**config.mk**
```make
export PLATFORM = sky130hd
export DESIGN_NAME = uart_rx_fifo
export DESIGN_NICKNAME = d
export VERILOG_FILES = /design/src/rtl/uart_rx_fifo.sv
export SDC_FILE = /design/constraint.sdc
export NUM_CORES = 1
export LEC_CHECK = 0
export CAP_MARGIN = 30
export CORE_MARGIN = 1
export CORE_UTILIZATION = 64
export DETAILED_ROUTE_END_ITERATION = 10
export GPL_TIMING_DRIVEN = 0
export PLACE_DENSITY_LB_ADDON = 0.12
export SYNTH_ARGS = -nofsm -noshare
export SYNTH_HDL_FRONTEND = slang
export SYNTH_SLANG_ARGS = --single-unit
```
**constraint.sdc**
```tcl
create_clock -name clk -period 7.4 [get_ports clk]
set_input_delay 1.85 -clock clk [delete_from_list [all_inputs] [get_ports clk]]
set_output_delay 1.85 -clock clk [all_outputs]
set_load 0.1 [all_outputs]
```
**src/rtl/uart_rx_fifo.sv**
```systemverilog
// Receive-side byte FIFO for the UART: buffers received bytes with a framing-error tag and
// presents a show-ahead valid/ready pop interface with occupancy and sticky overrun status.
module uart_rx_fifo #(
  parameter int unsigned DEPTH = 16,
  localparam int unsigned AW   = $clog2(DEPTH)
) (
  input  logic          clk,
  input  logic          rst_n,
  input  logic [7:0]    rx_data,
  input  logic          rx_data_valid,
  input  logic          rx_framing_err,
  input  logic          rx_overrun,
  output logic          host_ready,
  output logic          clear_framing_err,
  output logic [7:0]    dout,
  output logic          dout_ferr,
  output logic          dout_valid,
  input  logic          dout_ready,
  output logic [AW:0]   count,
  output logic          overrun_sticky,
  input  logic          clear_status
);

  localparam logic [AW:0] CountFull = (AW+1)'(DEPTH);

  typedef enum logic [1:0] {StEmpty, StPartial, StFull} state_e;

  state_e         state_q, state_d;
  logic [AW-1:0]  wr_ptr_q, rd_ptr_q;
  logic [AW:0]    count_q, count_d;
  logic [8:0]     mem [DEPTH];
  logic           overrun_q;
  logic           push, pop;

  // Flow control decodes from the registered state only, never from rx_data_valid.
  assign host_ready = rst_n && (state_q != StFull);
  assign dout_valid = rst_n && (state_q != StEmpty);

  assign push = rx_data_valid && host_ready;
  assign pop  = dout_ready && dout_valid;

  // The tag just stored covers every framing error since the previous push.
  assign clear_framing_err = push;

  assign count_d = count_q + {{AW{1'b0}}, push} - {{AW{1'b0}}, pop};

  always_comb begin
    state_d = state_q;
    unique case (state_q)
      StEmpty: begin
        if (push && !pop) state_d = StPartial;
      end
      StPartial: begin
        if (count_d == CountFull)      state_d = StFull;
        else if (count_d == '0)        state_d = StEmpty;
      end
      StFull: begin
        if (pop && !push) state_d = StPartial;
      end
      default: state_d = StEmpty;
    endcase
  end

  always_ff @(posedge clk) begin
    if (!rst_n) begin
      state_q   <= StEmpty;
      wr_ptr_q  <= '0;
      rd_ptr_q  <= '0;
      count_q   <= '0;
      overrun_q <= 1'b0;
    end else begin
      state_q <= state_d;
      count_q <= count_d;
      if (push) wr_ptr_q <= wr_ptr_q + 1'b1;
      if (pop)  rd_ptr_q <= rd_ptr_q + 1'b1;
      // Set wins over clear.
      if (rx_overrun)        overrun_q <= 1'b1;
      else if (clear_status) overrun_q <= 1'b0;
    end
  end

  always_ff @(posedge clk) begin
    if (push) mem[wr_ptr_q] <= {rx_framing_err, rx_data};
  end

  assign {dout_ferr, dout} = mem[rd_ptr_q];
  assign count             = count_q;
  assign overrun_sticky    = overrun_q;

endmodule

```
; Word-level counts from Yosys, hierarchy flattened
; Memory sizes are Yosys's and may differ from the RTL's. A register that Yosys moved wholly into a read port is not among the register bits.
; Index checks and enable logic that the tools add are counted.
[word_totals]
memories = 1
word_cells = 41
in_bits = 15
out_inout_bits = 18
regBits = 16
ram_bits = 144
[classes]
eq_ne = 7
n_mux = 11
add_sub_neg = 4
n_reduce_logical = 13
[mem_list]
columns = name, words, width, rd, rd_clocked_by_memory_dff, wr, line_no
row1 = mem, 16, 9, 1, 1, 1, 31  ; logic [8:0] mem [DEPTH];
[op_table]
columns = cell, n
row1 = "adder 4 x 1 -> 4 bit, second input constant", 2
row2 = two-way mux 2 bit, 4
row3 = two-way mux 4 bit, 2
row4 = logical AND 1 bit, 6
row5 = "inequality test 2 bit, second input constant", 3
row6 = one-hot mux 2 bit (3 select lines), 1
row7 = adder 5 x 1 -> 5 bit, 1
row8 = "equality test 5 bit, second input constant", 1
row9 = logical NOT 5 bit, 1
row10 = subtractor 5 x 1 -> 5 bit, 1
row11 = two-way mux 1 bit, 4
row12 = nonzero test 2 bit, 2
row13 = "inequality test 3 bit, second input constant", 1
row14 = AND reduction 3 bit, 1
row15 = "equality test 2 x 1 -> 1 bit, second input constant", 1
row16 = "equality test 2 bit, second input constant", 1
row17 = logical NOT 1 bit, 2
row18 = logical NOT 2 bit, 1

; Depth between registers and ports, before layout
; Gate-level depths: netlist of run 1.
[logic_depth]
ltp_word = 9
ltp_mapped = 10
mapped_depth_nobuf = 10

; Worst setup path after synthesis of run 1
; OpenSTA, ideal clock, no wires.
[synth_path]
kind = input-to-output
startpoint = in rx_data_valid
endpoint = out clear_framing_err
cell_stages = 2
arrival_ns = 2.980
path_slack_ns = 2.570
path_cell_list = and3_1 > clkbuf_1
[synth_via]
elab_chain_len = 1
[synth_rtl]
columns = item, line_no
row1 = from (decl), 10  ; input logic rx_data_valid,
row2 = logical AND 1 bit, 39  ; assign push = rx_data_valid && host_ready;
row3 = to (decl), 14  ; output logic clear_framing_err,
; No other way between the ends.

; Worst setup path after layout of run 1
; Ends and elaborated chain as after synthesis.

==> impl_metrics.tcl, run 1 <==
set metrics [dict create \
    synth_top_cell_by_area "edfxtp_1" \
    worst_slew_pin_slew_ns 0.9783 \
    area_growth_syn_to_layout_pct 18.60 \
    maxCapViolCount 0 \
    hold_viol 0 \
    relSlewSlack_pct 34.57 \
    timing.hold.ws_ns 0.5281 \
    grt_pass1_wl_mm 20.09 \
    fmax_mhz 167.6 \
    clk_latency_ns 0.52 \
    setup-tns-final_ns 0 \
    portBuffers 32 \
    p_int_mw 1.619 \
    dp_hpwl_mm 8.932 \
    place_congestion 0.7480 \
    avgViaCountPerCell 6.394 \
    post_cts_buffers 0 \
    status "complete, no violations" \
    coreArea_um2 9864 \
    nFillCells 519 \
    wl_mm 14.00 \
    cts_buffers 17 \
    post-route-drc-count 0 \
    synthTopCellsByArea "edfxtp_1 66%, mux4_1 13%, dfxtp_1 6.1%, mux4_2 4.5%, ha_1 1.7%" \
    num_io_pins 33 \
    rsz0062_at_grt "no" \
    ys_ff_latch 164 \
    syn_inst 328 \
    grt_pass1_vias 3375 \
    die_h_um 103.4 \
    start_util_pct 66.64 \
    hold_path_class "flip-flop to flip-flop" \
    cts-root-buf "clkbuf_8" \
    overflow 0 \
    avgSynthCellArea_um2 20.04 \
    antenna_found_initial 0 \
    top_layer "met4" \
    setup_viol 0 \
    rows 36 \
    grt_max_degree 17 \
    ctsResizeCount 0 \
    hold_buffers 0 \
    cts_sinks 164 \
    vias 3459 \
    power.density_nw_per_um2 291.8 \
    first_iter_violations 312 \
    ys_top_cells_by_count "144 x edfxtp_1, 32 x mux4_1, 22 x nor2_1, 20 x dfxtp_1, 13 x mux4_2" \
    layout.nets 420 \
    fin_area_um2 7796 \
    gr-usage-all-layers_pct 28.71 \
    leakagePower_nw 2.593 \
    multi_input_area_um2 1745 \
    required_ns 5.55 \
    clkTransAtPathRegs_ns 0.07 \
    die_w_um 103.4 \
    drtPass1Iterations 4 \
    critPathCaptureType "primary output" \
    n_antenna_cell 0 \
    power_frac_comb_pct 17.7 \
    postRouteAntennaNets 0 \
    arrival_ns 4.12 \
    yosysWarnings 0 \
    async_flop_share_pct 0 \
    syn_nets 353 \
    die_area_um2 10680 \
    met1_length_mm 5.457 \
    wire_per_inst_um 25.88 \
    start_kind "input port" \
    ys.flop_type "edfxtp_1" \
    clock_skew_ns 0.007774 \
    crit_type "input port to primary output" \
    place_inst 507 \
    period_share_pct 80.64 \
    synth_top_area_share_pct 65.78 \
    period_needed_ns 5.968 \
    final_max_slew_viol_count 0 \
    cts_buffer_depth 2 \
    placed_area_um2 7216 \
    switchingPower_mw 0.6555 \
    clkPwrFrac_pct 36.4 \
    wl_met2_mm 7.084 \
    cts_tree "built" \
    seq_area_frac_synth_pct 71.87 \
    synth_edf_count 144 \
    synthDistinctLibCells 32 \
    p_sw_share_pct 28.81 \
    final_cells 541 \
    vdd_ir_drop_max_uv 245.9 \
    crit_fanout 8 \
    seq_area_um2 4725 \
    layout-drive-gt1-share_pct 16.91 \
    p_seq_share_pct 45.9 \
    htreeDepth 4 \
    synth_area_um2 6574 \
    final_util_pct 79.03 \
    dr_wl_met3_mm 1.009 \
    synth_most_common_cell "edfxtp_1" \
]
==> flip-flops by register name, indices dropped and copies added, names as in the netlist, named ones only <==
name	count
wr_ptr_q	4
state_q	2
overrun_sticky	1
mem	144
count	5
rd_ptr_q	4
==> cells in the final DEF (no fill, tap or decap), types with 10 or more instances in the layout <==
cell and count:
edfxtp_1 144, mux4_1 32, clkdlybuf4s50_1 32, nor2_1 22, dfxtp_1 20, clkbuf_16 16, mux4_2 13, buf_6 11
nand2_1 10
==> kinds of logic after synthesis <==
family	Yosys count	share of synthesized area (%)
fa+ha+maj	10	2.018
compound gates	15	1.447
simple gates	62	4.473
flops	164	71.87
xor+xnor	8	1.066
buf+inv	24	1.884
mux	45	17.24
==> final cells by class <==
cell class              instances  share of cell area [%]
inverters                       9                  0.4333
repair buffers                 48                   6.131
clock buffers                  17                   5.312
multi-input cells             140                   22.39
well taps                     133                   2.134
plain buffers                  15                   1.156
clock inverters                15                   1.846
flip-flops and latches        164                   60.60
==> critical path: stages <==
cell and delay (ns):
clkdlybuf4s50_1 0.55, and3_1 0.17, clkbuf_1 0.33, clkdlybuf4s50_1 1.21
==> through the flow <==
stage / setup WS [ns] / total power [mW]
global route: 1.322 / 2.338
global placement: 1.473 / 1.451
CTS: 1.431 / 2.278
floorplan: 2.570 / 1.360
detailed placement: 1.457 / 1.463
finish: 1.432 / 2.275
==> power groups by stage <==
| stage | clock network, mW | logic (mW) | registers (mW) |
|---|---|---|---|
| after CTS | 0.830 | 0.404 | 1.04 |
| after global routing | 0.866 | 0.426 | 1.05 |
| final | 0.829 | 0.403 | 1.04 |
| after global placement | 0 | 0.389 | 1.06 |
| after floorplan | 0 | 0.238 | 1.12 |
| after detailed placement | 0 | 0.400 | 1.06 |
==> path summary, 6_finish.rpt <==
kind	startpoint	end	slack [ns]	cells past startpoint
worst max-delay path	rx_data_valid	clear_framing_err	1.43	4
worst min-delay path	rd_ptr_q[3]	flip-flop	0.53	2
worst max register to register	state_q[0]	state_q[0]	4.68	9
worst min register to register	rd_ptr_q[3]	flip-flop	0.53	2
==> layer usage <==
layer / up-vias / GRT usage [%]
met4: 0 / 11.92
li1: 1487 / -
met2: 188 / 47.68
met1: 1743 / 35.78
met5: - / 0
met3: 41 / 8.401
Note: power is estimated with default switching activity, not from simulation.
==> run 2, diff against run 1 <==
--- a/config.mk
+++ b/config.mk
@@ -7,7 +7,7 @@
 export LEC_CHECK = 0
 export CAP_MARGIN = 30
 export CORE_MARGIN = 1
-export CORE_UTILIZATION = 64
+export CORE_UTILIZATION = 54
 export DETAILED_ROUTE_END_ITERATION = 10
 export GPL_TIMING_DRIVEN = 0
 export PLACE_DENSITY_LB_ADDON = 0.12
==> constraint.sdc (replaced) <==
create_clock -name clk -period 5 [get_ports clk]
set_input_delay 1.25 -clock clk [delete_from_list [all_inputs] [get_ports clk]]
set_output_delay 1.25 -clock clk [all_outputs]
set_load 0.1 [all_outputs]
==> impl_metrics.tcl, run 2 (synthesis gave the netlist of run 1 again) <==
set metrics [dict create \
    period_share_pct 94.41 \
    required_ns 3.75 \
    drtPass1Iterations 7 \
    regToRegSetupSlack_ns 2.26 \
    post_cts_buffers 0 \
    min_path_cells 2 \
    layout.nets 412 \
    n_antenna_cell 0 \
    first_iter_violations 257 \
    leakagePower_nw 2.586 \
    clkTransAtPathRegs_ns 0.06 \
    die_w_um 112.3 \
    portBuffers 32 \
    top_register "mem" \
    fmax_mhz 211.9 \
    layout-drive-gt1-share_pct 13.50 \
    hold_end "overrun_sticky" \
    avgViaCountPerCell 5.947 \
    relSlewSlack_pct 33.11 \
    dp_hpwl_mm 8.398 \
    critPathCaptureType "primary output" \
    grt_max_degree 17 \
    crit_fanout 8 \
    post-route-drc-count 2 \
    final_cells 543 \
    violations "design-rule violations" \
    htreeDepth 4 \
    largest_reg_flops 144 \
    cts_sinks 164 \
    cpMaxStageDelayCell "clkdlybuf4s50_1" \
    power.density_nw_per_um2 426.7 \
    hold_viol 0 \
    reg2reg_depth 10 \
    start_kind "input port" \
    clk_latency_ns 0.43 \
    mostFrequentLayoutCell "edfxtp_1" \
    num_io_pins 33 \
    r2r_end "state_q[0]" \
    final_max_slew_viol_count 0 \
    vias 3229 \
    overflow 0 \
    coreArea_um2 11660 \
    reg2reg_from "state_q[0]" \
    gr-usage-all-layers_pct 22.38 \
    hold_path_class "flip-flop to flip-flop" \
    grt_pass1_vias 3288 \
    area_growth_syn_to_layout_pct 17.17 \
    wire_per_inst_um 23.50 \
    start_util_pct 56.37 \
    rsz0062_at_grt "no" \
    slowest_delay_ns 1.22 \
    period_needed_ns 4.720 \
    status "finished with violations" \
    crit_type "input port to primary output" \
    cts-root-buf "clkbuf_16" \
    die_area_um2 12620 \
    clock_skew_ns 0.01375 \
    grt_pass1_wl_mm 19.49 \
    place_inst 511 \
    cp_common_cell "clkdlybuf4s50_1" \
    cts_buffers 17 \
    arrival_ns 3.47 \
    wl_mm 12.76 \
    min_from "overrun_sticky" \
    layout_common_cells "144 x edfxtp_1, 32 x mux4_1, 23 x clkdlybuf4s50_1" \
    setup_viol 0 \
    setup-tns-final_ns 0 \
    cts_tree "built" \
    path_cells "clkdlybuf4s50_1 > and3_1 > clkbuf_1 > clkdlybuf4s50_1" \
    rows 39 \
    place_congestion 0.7798 \
    antenna_found_initial 0 \
    vdd_ir_drop_max_uv 330.6 \
    maxCapViolCount 0 \
    die_h_um 112.3 \
    cts_buffer_depth 2 \
    postRouteAntennaNets 0 \
    worst_slew_pin_slew_ns 0.9996 \
]
[run 2: worst max-delay path by stage]
stage | slack [ns] | depth (start not counted) | end | from
floorplan | 0.84 | 10 | state_q[0] | rst_n
global placement | 0.27 | 4 | clear_framing_err | rx_data_valid
detailed placement | 0.26 | 4 | clear_framing_err | rx_data_valid
CTS | 0.003 | 5 | dout[4] | flip-flop
global route | 0.20 | 4 | clear_framing_err | rx_data_valid
finish | 0.28 | 4 | clear_framing_err | rx_data_valid
[run 2: critical path: cells and delay by family]
kind          cells  cell delay [ns]
simple gates      1             0.16
buf+inv           3             2.06
[run 2: stage by stage]
step                setup slack, ns  power, mW  instance area [um^2]  utilization, %  hold WS, ns
floorplan                    0.8426      2.013                  6574               -       0.4799
global placement             0.2670      2.156                  7073           60.65       0.4679
detailed placement           0.2591      2.165                  7172           61.50       0.4965
CTS                        0.002534      3.310                  7689           65.93       0.5130
global route                 0.2047      3.399                  7702           66.04       0.5396
finish                       0.2797      3.287                  7702           66.04       0.5124
[run 2: final cells by class]
type / count / area, um^2
Clock inverter: 3 / 21.27
Fill cell: 798 / 3960
Buffer: 15 / 91.34
Clock buffer: 29 / 500.5
Timing Repair Buffer: 40 / 406.6
Multi-Input combinational cell: 140 / 1745
Sequential cell: 164 / 4725
Inverter: 9 / 33.78
Tap cell: 143 / 178.9
[run 2: report_power, final]
group	internal [mW]	switching [mW]
registers	1.52	0.0208
logic	0.195	0.393
clock network	0.675	0.479
[run 2: what timing repair did]
item / 4_1_cts / 5_1_grt
hold endpoints to repair: 0 / 0
pin swaps: 0 / 0
hold buffers: 0 / 0
setup endpoints to repair: 4 / 5
gates resized for setup: 4 / 6
[run 2: per-layer routing]
layer / up-vias / part of all wire, % / global-route usage [%]
met1: 1636 / 44 / 31.64
li1: 1466 / - / -
met4: 0 / 1.6 / 8.889
met3: 17 / 6.2 / 5.454
met2: 110 / 48 / 34.12
met5: - / 0 / 0
==> run 3, diff against run 2 <==
--- a/config.mk
+++ b/config.mk
@@ -6,7 +6,7 @@
 export NUM_CORES = 1
 export LEC_CHECK = 0
 export CAP_MARGIN = 30
-export CORE_MARGIN = 1
+export CORE_MARGIN = 2
 export CORE_UTILIZATION = 54
 export DETAILED_ROUTE_END_ITERATION = 10
 export GPL_TIMING_DRIVEN = 0
==> impl_metrics.tcl, run 3 (synthesis gave the netlist of run 1 again) <==
set metrics [dict create \
    final_cells 553 \
    largest_reg_flops 144 \
    vias 3208 \
    mostFrequentLayoutCell "edfxtp_1" \
    arrival_ns 3.53 \
    relSlewSlack_pct 33.95 \
    postRouteAntennaNets 0 \
    rows 40 \
    clk_latency_ns 0.43 \
    wl_mm 12.66 \
    htreeDepth 4 \
    maxCapViolCount 0 \
    drtPass1Iterations 5 \
    start_kind "input port" \
    hold_buffers 0 \
    critPathCaptureType "primary output" \
    power.density_nw_per_um2 437.5 \
    period_share_pct 95.64 \
    cts_tree "built" \
    place_inst 520 \
    dp_hpwl_mm 8.456 \
    start_util_pct 54.96 \
    wire_per_inst_um 22.90 \
    num_io_pins 33 \
    layout.nets 418 \
    setup-tns-final_ns 0 \
    ctsResizeCount 0 \
    hold_path_class "flip-flop to flip-flop" \
    final_max_slew_viol_count 0 \
    worst_slew_pin_slew_ns 0.9891 \
    hold_viol 0 \
    cts_buffer_depth 2 \
    status "complete, no violations" \
    gr-usage-all-layers_pct 21.62 \
    clock_skew_ns 0.01674 \
    antenna_found_initial 0 \
    coreArea_um2 11960 \
    required_ns 3.75 \
    n_antenna_cell 0 \
    area_growth_syn_to_layout_pct 19.68 \
    layout_common_cells "144 x edfxtp_1, 32 x mux4_1, 23 x clkdlybuf4s50_1" \
    leakagePower_nw 2.696 \
    clkTransAtPathRegs_ns 0.06 \
    rsz0062_at_grt "no" \
    fmax_mhz 209.1 \
    crit_fanout 8 \
    portBuffers 32 \
    setup_viol 0 \
    die_h_um 114.3 \
    die_w_um 114.3 \
    vdd_ir_drop_max_uv 356.1 \
    die_area_um2 13070 \
    grt_pass1_wl_mm 19.39 \
    cts-root-buf "clkbuf_16" \
    avgViaCountPerCell 5.801 \
    top_register "mem" \
    post-route-drc-count 0 \
    layout-drive-gt1-share_pct 16.26 \
    period_needed_ns 4.782 \
    overflow 0 \
    place_congestion 0.7695 \
    grt_pass1_vias 3186 \
    first_iter_violations 353 \
    crit_type "input port to primary output" \
    grt_max_degree 17 \
    cts_buffers 17 \
    cts_sinks 164 \
    post_cts_buffers 0 \
]
run 3: cell types whose count changed in the layout (fill, tap and decap cells not counted), sizes merged:
cell          change
buf               +7
bufinv            +3
clkbuf            -8
clkinv            +3
clkinvlp          +1
dlygate4sd2       -4
dlymetal6s2s      +4
run 3: critical path, stage by stage:
cell and delay, ns:
clkdlybuf4s50_1 0.55, and3_1 0.17, clkbuf_1 0.34, clkdlybuf4s50_1 1.22
run 3: final timing paths:
| check | from | slack, ns | to | cells after the start |
|---|---|---|---|---|
| max | rx_data_valid | 0.22 | clear_framing_err | 4 |
| max reg2reg | state_q[0] | 2.25 | state_q[0] | 9 |
| min | overrun_sticky | 0.51 | overrun_sticky | 2 |
| min reg2reg | overrun_sticky | 0.51 | overrun_sticky | 2 |
run 3: through the flow:
stage	power, mW	util (%)	hold slack [ns]	cell area, um^2	setup WS [ns]
floorplan	2.013	-	0.4799	6574	0.8426
detailed placement	2.162	60.47	0.5032	7233	0.2450
finish	3.442	65.77	0.5062	7868	0.2182
global route	3.570	65.77	0.5617	7868	0.1019
CTS	3.472	65.52	0.5173	7838	0.04312
global placement	2.154	59.17	0.4760	7078	0.2322
run 3: power by group:
group / internal [mW] / switching (mW) / total [mW]
logic: 0.199 / 0.388 / 0.587
registers: 1.52 / 0.0197 / 1.54
clock network: 0.820 / 0.492 / 1.31
run 3: final cells by class:
type | count | area (um^2)
tap | 147 | 183.9
sequential | 164 | 4725
fill | 807 | 4094
inverter | 9 | 33.78
multi-input combinational | 140 | 1745
clock inverter | 10 | 130.1
buffer | 15 | 90.09
clock buffer | 22 | 474.2
timing repair buffer | 46 | 485.5
run 3: metal layers:
metal	GRT usage [%]	vias to the layer above	share of wire (%)
met2	32.14	109	48
li1	-	1475	-
met3	6.406	4	6.7
met1	31.46	1620	45
met5	0	-	0
met4	6.667	0	0.49
